===== config.mk =====
export PLATFORM = sky130hd
export DESIGN_NAME = clk_div_gen
export DESIGN_NICKNAME = d
export VERILOG_FILES = /design/src/rtl/clkgen_pkg.sv /design/src/rtl/clk_div_chan.sv /design/src/rtl/clk_div_gen.sv
export SDC_FILE = /design/constraint.sdc
export NUM_CORES = 1
export LEC_CHECK = 0
export BUFFER_PORTS_ARGS = -buffer_cell sky130_fd_sc_hd__buf_2
export CAP_MARGIN = 0
export CORE_UTILIZATION = 50
export DETAILED_ROUTE_END_ITERATION = 12
export HOLD_SLACK_MARGIN = 0.05
export PLACE_DENSITY_LB_ADDON = 0.2
export SLEW_MARGIN = 15
export SYNTH_ARGS = -nofsm -noshare
export SYNTH_HDL_FRONTEND = slang
export SYNTH_SLANG_ARGS = --single-unit

===== constraint.sdc =====
create_clock -name clk -period 4.9 [get_ports clk]
set_input_delay 0.245 -clock clk [delete_from_list [all_inputs] [get_ports clk]]
set_output_delay 0.245 -clock clk [all_outputs]
set_load 0.01 [all_outputs]

===== src/rtl/clkgen_pkg.sv =====
// -----------------------------------------------------------------------------
// clkgen_pkg
//   Shared types and constants for the clk_div_gen clock/strobe generator.
//   - ch_state_e : per-channel run state (IDLE / RUN / STOP)
//   - ch_cfg_t   : one channel configuration (period, high time, start phase)
//   - CFG_RST    : configuration every channel holds after reset (divide-by-2)
//   - cfg_normalize() : folds illegal field values into legal ones when a
//                       write is accepted, so the channel never sees them.
// -----------------------------------------------------------------------------
package clkgen_pkg;

  // Width of every configuration field and of the per-channel counter.
  localparam int CFG_W = 8;

  typedef enum logic [1:0] {
    ST_IDLE = 2'd0,
    ST_RUN  = 2'd1,
    ST_STOP = 2'd2
  } ch_state_e;

  typedef struct packed {
    logic [CFG_W-1:0] period;
    logic [CFG_W-1:0] high;
    logic [CFG_W-1:0] phase;
  } ch_cfg_t;

  localparam logic [CFG_W-1:0] RST_PERIOD = CFG_W'(2);
  localparam logic [CFG_W-1:0] RST_HIGH   = CFG_W'(1);
  localparam logic [CFG_W-1:0] RST_PHASE  = CFG_W'(0);

  localparam ch_cfg_t CFG_RST = '{period: RST_PERIOD, high: RST_HIGH, phase: RST_PHASE};

  // Period 0 behaves as period 1; a phase outside the (normalised) period
  // starts the counter at 0. The high time needs no folding: any value at or
  // above the period simply compares as "always high".
  function automatic ch_cfg_t cfg_normalize(input logic [CFG_W-1:0] period,
                                            input logic [CFG_W-1:0] high,
                                            input logic [CFG_W-1:0] phase);
    ch_cfg_t c;
    c.period = (period == '0) ? CFG_W'(1) : period;
    c.high   = high;
    c.phase  = (phase >= c.period) ? '0 : phase;
    return c;
  endfunction

endpackage


===== src/rtl/clk_div_chan.sv =====
// -----------------------------------------------------------------------------
// clk_div_chan
//   One channel of the clock/strobe generator: free-running modulo counter,
//   IDLE/RUN/STOP state machine, active + shadow configuration and the
//   pending flag that marks an unapplied shadow.
// Ports
//   clk      in   system clock, rising edge
//   rst_n    in   asynchronous active-low reset
//   en       in   run request (level)
//   wr       in   accepted config write for this channel (already gated)
//   wr_cfg   in   normalised configuration to load into the shadow
//   clk_out  out  registered divided clock
//   tick     out  registered one-cycle strobe while the counter sits at 0
//   running  out  1 while the channel is not IDLE
//   pending  out  shadow holds a config not yet copied to active
// -----------------------------------------------------------------------------
module clk_div_chan
  import clkgen_pkg::*;
(
  input  logic    clk,
  input  logic    rst_n,
  input  logic    en,
  input  logic    wr,
  input  ch_cfg_t wr_cfg,
  output logic    clk_out,
  output logic    tick,
  output logic    running,
  output logic    pending
);

  ch_state_e        state_reg, state_next;
  logic [CFG_W-1:0] cnt_reg, cnt_next;
  logic             clk_out_reg, clk_out_next;
  logic             tick_reg, tick_next;
  logic             pending_reg, pending_next;
  ch_cfg_t          active_reg, active_next;
  ch_cfg_t          shadow_reg, shadow_next;

  logic [CFG_W-1:0] per_last;
  logic             wrap;
  logic             swap;
  logic [CFG_W-1:0] cnt_inc;
  logic [CFG_W-1:0] high_eff;

  // Active period is never 0, so period-1 cannot underflow.
  assign per_last = active_reg.period - CFG_W'(1);
  assign wrap     = (cnt_reg == per_last);
  assign cnt_inc  = wrap ? '0 : cnt_reg + CFG_W'(1);

  // A pending shadow is promoted on the wrap edge, and its high time already
  // decides clk_out for the cnt==0 cycle that this edge starts.
  assign swap     = wrap && pending_reg;
  assign high_eff = swap ? shadow_reg.high : active_reg.high;

  always_comb begin
    state_next   = state_reg;
    cnt_next     = cnt_reg;
    clk_out_next = clk_out_reg;
    tick_next    = 1'b0;
    pending_next = pending_reg;
    active_next  = active_reg;
    shadow_next  = shadow_reg;

    case (state_reg)
      ST_IDLE: begin
        if (en) begin
          // Start uses the active config as it stands; a shadow still pending
          // (or written on this same edge) waits for the first wrap.
          state_next   = ST_RUN;
          cnt_next     = active_reg.phase;
          clk_out_next = (active_reg.phase < active_reg.high);
          tick_next    = (active_reg.phase == '0);
        end else begin
          cnt_next     = '0;
          clk_out_next = 1'b0;
          if (pending_reg) begin
            active_next  = shadow_reg;
            pending_next = 1'b0;
          end
        end
      end

      ST_RUN, ST_STOP: begin
        cnt_next     = cnt_inc;
        clk_out_next = (cnt_inc < high_eff);
        tick_next    = (cnt_inc == '0);
        if (swap) begin
          active_next  = shadow_reg;
          pending_next = 1'b0;
        end
        if (state_reg == ST_RUN) begin
          if (!en) begin
            state_next = ST_STOP;
          end
        end else if (en) begin
          // Resume without touching the counter, so no glitch or restart.
          state_next = ST_RUN;
        end else if (wrap) begin
          // Stopping only ever ends on a full period boundary.
          state_next   = ST_IDLE;
          cnt_next     = '0;
          clk_out_next = 1'b0;
          tick_next    = 1'b0;
        end
      end

      default: begin
        state_next   = ST_IDLE;
        cnt_next     = '0;
        clk_out_next = 1'b0;
      end
    endcase

    // A write is only ever accepted while nothing is pending, so it can never
    // collide with the shadow->active copy above.
    if (wr && !pending_reg) begin
      shadow_next  = wr_cfg;
      pending_next = 1'b1;
    end
  end

  always_ff @(posedge clk or negedge rst_n) begin
    if (!rst_n) begin
      state_reg   <= ST_IDLE;
      cnt_reg     <= '0;
      clk_out_reg <= 1'b0;
      tick_reg    <= 1'b0;
      pending_reg <= 1'b0;
      active_reg  <= CFG_RST;
      shadow_reg  <= CFG_RST;
    end else begin
      state_reg   <= state_next;
      cnt_reg     <= cnt_next;
      clk_out_reg <= clk_out_next;
      tick_reg    <= tick_next;
      pending_reg <= pending_next;
      active_reg  <= active_next;
      shadow_reg  <= shadow_next;
    end
  end

  assign clk_out = clk_out_reg;
  assign tick    = tick_reg;
  assign running = (state_reg != ST_IDLE);
  assign pending = pending_reg;

endmodule


===== src/rtl/clk_div_gen.sv =====
// -----------------------------------------------------------------------------
// clk_div_gen
//   Multi-channel programmable clock/strobe generator. Each channel produces a
//   registered divided clock with programmable period, high time and start
//   phase plus a one-cycle wrap strobe. Config writes are shadowed per channel
//   and only take effect at a period boundary (or at once while IDLE).
// Parameters
//   N_CH   number of channels (>=1)
//   CNT_W  width of the config fields and counters; must equal clkgen_pkg::CFG_W
// Ports
//   clk         in   system clock, rising edge
//   rst_n       in   asynchronous active-low reset
//   cfg_valid   in   config write request
//   cfg_ready   out  write can be accepted (target channel has nothing pending);
//                    forced 1 for channel numbers that do not exist
//   cfg_ch      in   target channel
//   cfg_period  in   period in clk cycles (0 acts as 1)
//   cfg_high    in   high cycles per period (>= period gives constant 1)
//   cfg_phase   in   counter start value (>= period acts as 0)
//   en          in   per-channel run request
//   clk_out     out  per-channel divided clock
//   tick        out  per-channel strobe while counter is 0
//   running     out  per-channel "not IDLE"
// -----------------------------------------------------------------------------
module clk_div_gen
  import clkgen_pkg::*;
#(
  parameter  int N_CH  = 4,
  parameter  int CNT_W = CFG_W,
  localparam int CH_W  = (N_CH > 1) ? $clog2(N_CH) : 1
) (
  input  logic             clk,
  input  logic             rst_n,
  input  logic             cfg_valid,
  output logic             cfg_ready,
  input  logic [CH_W-1:0]  cfg_ch,
  input  logic [CNT_W-1:0] cfg_period,
  input  logic [CNT_W-1:0] cfg_high,
  input  logic [CNT_W-1:0] cfg_phase,
  input  logic [N_CH-1:0]  en,
  output logic [N_CH-1:0]  clk_out,
  output logic [N_CH-1:0]  tick,
  output logic [N_CH-1:0]  running
);

  localparam int CH_SPAN = 1 << CH_W;

  ch_cfg_t             norm_cfg;
  logic [N_CH-1:0]     pending_vec;
  logic [CH_SPAN-1:0]  pending_pad;
  logic [N_CH-1:0]     wr_vec;
  logic                ch_ok;
  logic                accept;

  // Normalise once here so every channel receives an already legal config.
  assign norm_cfg = cfg_normalize(cfg_period, cfg_high, cfg_phase);

  // Channel numbers that decode to no channel are dropped silently but still
  // report ready so a writer never stalls on them.
  assign ch_ok = ({1'b0, cfg_ch} < (CH_W + 1)'(N_CH));

  // Pad the pending vector to the full cfg_ch range so the ready mux index is
  // always in bounds, whatever N_CH is.
  always_comb begin
    pending_pad             = '0;
    pending_pad[N_CH-1:0]   = pending_vec;
  end

  assign cfg_ready = ch_ok ? ~pending_pad[cfg_ch] : 1'b1;
  assign accept    = cfg_valid && cfg_ready && ch_ok;

  for (genvar gi = 0; gi < N_CH; gi++) begin : g_ch
    assign wr_vec[gi] = accept && (cfg_ch == CH_W'(gi));

    clk_div_chan u_chan (
      .clk     (clk),
      .rst_n   (rst_n),
      .en      (en[gi]),
      .wr      (wr_vec[gi]),
      .wr_cfg  (norm_cfg),
      .clk_out (clk_out[gi]),
      .tick    (tick[gi]),
      .running (running[gi]),
      .pending (pending_vec[gi])
    );
  end

endmodule

==> key figures <==
Status
  – Status: finished clean

Worst setup path
  – Crit start category: flip-flop
  – WS Path Type: flip-flop to flip-flop
  – CP Data Required Time: 5.35 ns
  – CP Max Fanout: 9
  – WP data arrival: 4.69 ns
  – Worst setup EP type: flip-flop

Clocking
  – Post-CTS Resized: 0
  – Root Buffer: clkbuf_16
  – Clock sinks: 244
  – Clk slew on worst S/H paths: 0.06 ns
  – Max Buffers Root-to-Sink: 3
  – CTS H-tree depth: 1
  – Setup Buffers After CTS: 0
  – CTS buffer count: 27
  – CTS tree: yes
  – Clk_lat worst skew: 0.53 ns
  – CTS Hold Bufs: 13

Final layout
  – Reg area: 0.00613 sq mm
  – Layout cell share with drive strength beyond 1: 16.7%
  – Most frequent cells in the layout: 228 x dfrtp_1, 144 x nand2_1, 88 x inv_1
  – Fin cells: ~1700
  – # nets final: 1472
  – Area delta synth->final: 10.7%
  – Commonest non-fill, non-tap cell in the layout: dfrtp_1
  – Filler cell count: approximately 2200
  – Footprint of the multi-input gates: approximately 0.0068 sq mm

Placement
  – Port Buffers: 45
  – DP HPWL: 21900 um
  – Cells after DPL: 1648
  – Final GP Congestion: 0.884

Logic synthesis
  – Synth warnings: 0
  – Mapped Avg Cell Area: 10.3 sq um
  – Synth Cell Area: 0.0136 sq mm
  – Sequential share of the synthesized area: 45.1%
  – Yosys reg bits: 244
  – Post-synth ARST share: 100%
  – Number of synthesized flops with an enable pin: 0
  – Ys flop type: dfrtp_1
  – Netlist cell types: 69
  – Net Count, Synth: 1440
  – Synth Instances: 1323

Global routing
  – GRT Total Usage: 23.6%
  – GRT overflow: 0
  – Initial antenna violation count: 0
  – Global-route wire length before repair: 52500 um
  – Vias in the first global route: about 9700
  – Pin count of the biggest net entering global routing: 133

Detailed routing
  – Drt pass-1 iters: 5
  – Starting DRT DRC Count: approximately 610
  – Drt total wl: 32100 um
  – Wire length per cell: 18.7 um
  – DRC violation count after routing: 0
  – Vias: 9855
  – Post-route ant nets: 0
  – DR vias/cell: 5.76

Floorplanning
  – Row count: 59
  – Io pins: 46
  – DIE HEIGHT: 167 um
  – Total core area: between 0.02 and 0.03 sq mm
  – Initial core utilization: 51.5%
  – Die Width: 167 um
  – Die ar.: approximately 0.028 sq mm

Flow run
  – Maxcap violations: 0

STA
  – Final Hold Vio Count: 0
  – Final Skew: 0.00973 ns
  – Sum of negative setup slack: 0 ns
  – Final number of setup-violating endpoints: 0
  – Worst rel slew slack: 25.7%
  – Period utilization: 86.6%
  – Unrepaired setup endpoints after global routing: false
  – Final Max Tran Viols: 0
  – Worst Max-Slew Pin Slew: around 1.1 ns
  – Hold Slack: approximately 0.19 ns
  – Max Fclk: 0.236 GHz
  – Final Critical Period: 4.24 ns

Power
  – Total power draw: 10.4 mW
  – Worst vdd ir: 378 uV
  – Leakage: 7.26 nW
  – Pwr/cell area: 693 mW/mm^2

Worst hold path
  – HP Class: primary input to flip-flop
==> final cells by class <==
cell class,instances,area share [%]
diodes,1,0.0167
multi-input cells,925,45.3
flip-flops and latches,244,40.8
repair buffers,69,3.06
inverters,88,2.20
clock buffers,35,5.03
clock inverters,13,0.883
well taps,335,2.79
==> critical path, stage by stage (launching register included) <==
cell	delay [ns]
dfstp_2	0.54
inv_1	0.04
ha_1	0.19
nor3b_1	0.18
nor3b_1	0.17
or4b_2	0.68
nand2_1	0.24
and3_1	0.42
mux2i_1	0.26
ha_1	0.27
a21o_1	0.16
a21o_1	0.17
a2111oi_0	0.54
nand3b_1	0.13
o211ai_1	0.17
==> synth_stat cells (6+ instances only) <==
library cell,n,area [sq um]
mux2_4,20,300
a22oi_1,16,120
buf_4,13,97.6
xor2_1,30,263
nor3_1,18,90.1
nand2_1,144,541
mux2_1,16,180
nand2b_1,24,150
nor2b_1,16,100
nand4_1,9,56.3
o31ai_1,47,353
nor2_1,83,312
a21o_1,15,113
o211ai_1,7,52.6
mux2i_1,22,220
inv_1,88,330
and2_1,17,106
dfrtp_1,228,5710
xnor2_1,27,236
o21a_1,6,45.0
a211oi_1,7,52.6
a32oi_1,15,131
nor4_1,14,87.6
mux2_2,78,878
o21ai_0,60,300
ha_1,84,1050
nor3b_1,9,67.6
and3_1,12,75.1
dfstp_2,16,420
clkbuf_1,42,158
a21oi_1,39,195
nand3_1,29,145
==> worst paths after layout <==
| check | from | endpoint | slack, ns | cells after the start |
|---|---|---|---|---|
| min in group asynchronous | rst_n | g_ch[3].u_chan.state_reg[1] | 0.33 | 2 |
| worst min register to register | g_ch[2].u_chan.shadow_reg[3] | g_ch[2].u_chan.shadow_reg[3] | 0.47 | 2 |
| worst min-delay path | cfg_period[7] | g_ch[2].u_chan.shadow_reg[23] | 0.19 | 3 |
| worst max-delay path | g_ch[1].u_chan.active_reg[17] | g_ch[1].u_chan.clk_out | 0.66 | 14 |
| worst max register to register | g_ch[1].u_chan.active_reg[17] | g_ch[1].u_chan.clk_out | 0.66 | 14 |
| max in group asynchronous | rst_n | g_ch[0].u_chan.active_reg[19] | 3.39 | 3 |
==> logic make-up after synthesis <==
group | count (synthesis) | share of synthesized area, %
AND/OR/NAND/NOR | 401 | 14.3
adder cells (fa/ha/maj) | 84 | 7.74
buffers and inverters | 154 | 4.83
XOR/XNOR | 57 | 3.68
AO/OA/AOI/OAI | 247 | 12.7
multiplexers | 136 | 11.6
flip-flops | 244 | 45.1
==> stage by stage <==
stage                     setup slack (ns)  cell area [sq um]  util [%]
after CTS                            0.624              15000      57.0
after global routing                 0.393              15000      57.0
after floorplan                       1.09              13600         -
after detailed placement             0.645              14000      53.1
after global placement               0.787              14000      53.1
final                                0.656              15000      57.0
==> routing by layer <==
layer | vias up | wire [um] | global-route usage, %
li1 | 4740 | - | -
met1 | 4842 | 15200 | 34.3
met2 | 219 | 14500 | 37.1
met3 | 54 | 1500 | 3.02
met4 | 0 | 790 | 6.40
met5 | - | 0 | 0
==> power by group <==
| group | internal [mW] | switching (mW) | leakage [nW] |
|---|---|---|---|
| registers | 2.91 | 0.852 | 3.07 |
| clock network | 1.19 | 0.824 | 0.429 |
| logic | 2.26 | 2.38 | 3.76 |
Note: power is estimated with default switching activity, not from simulation.
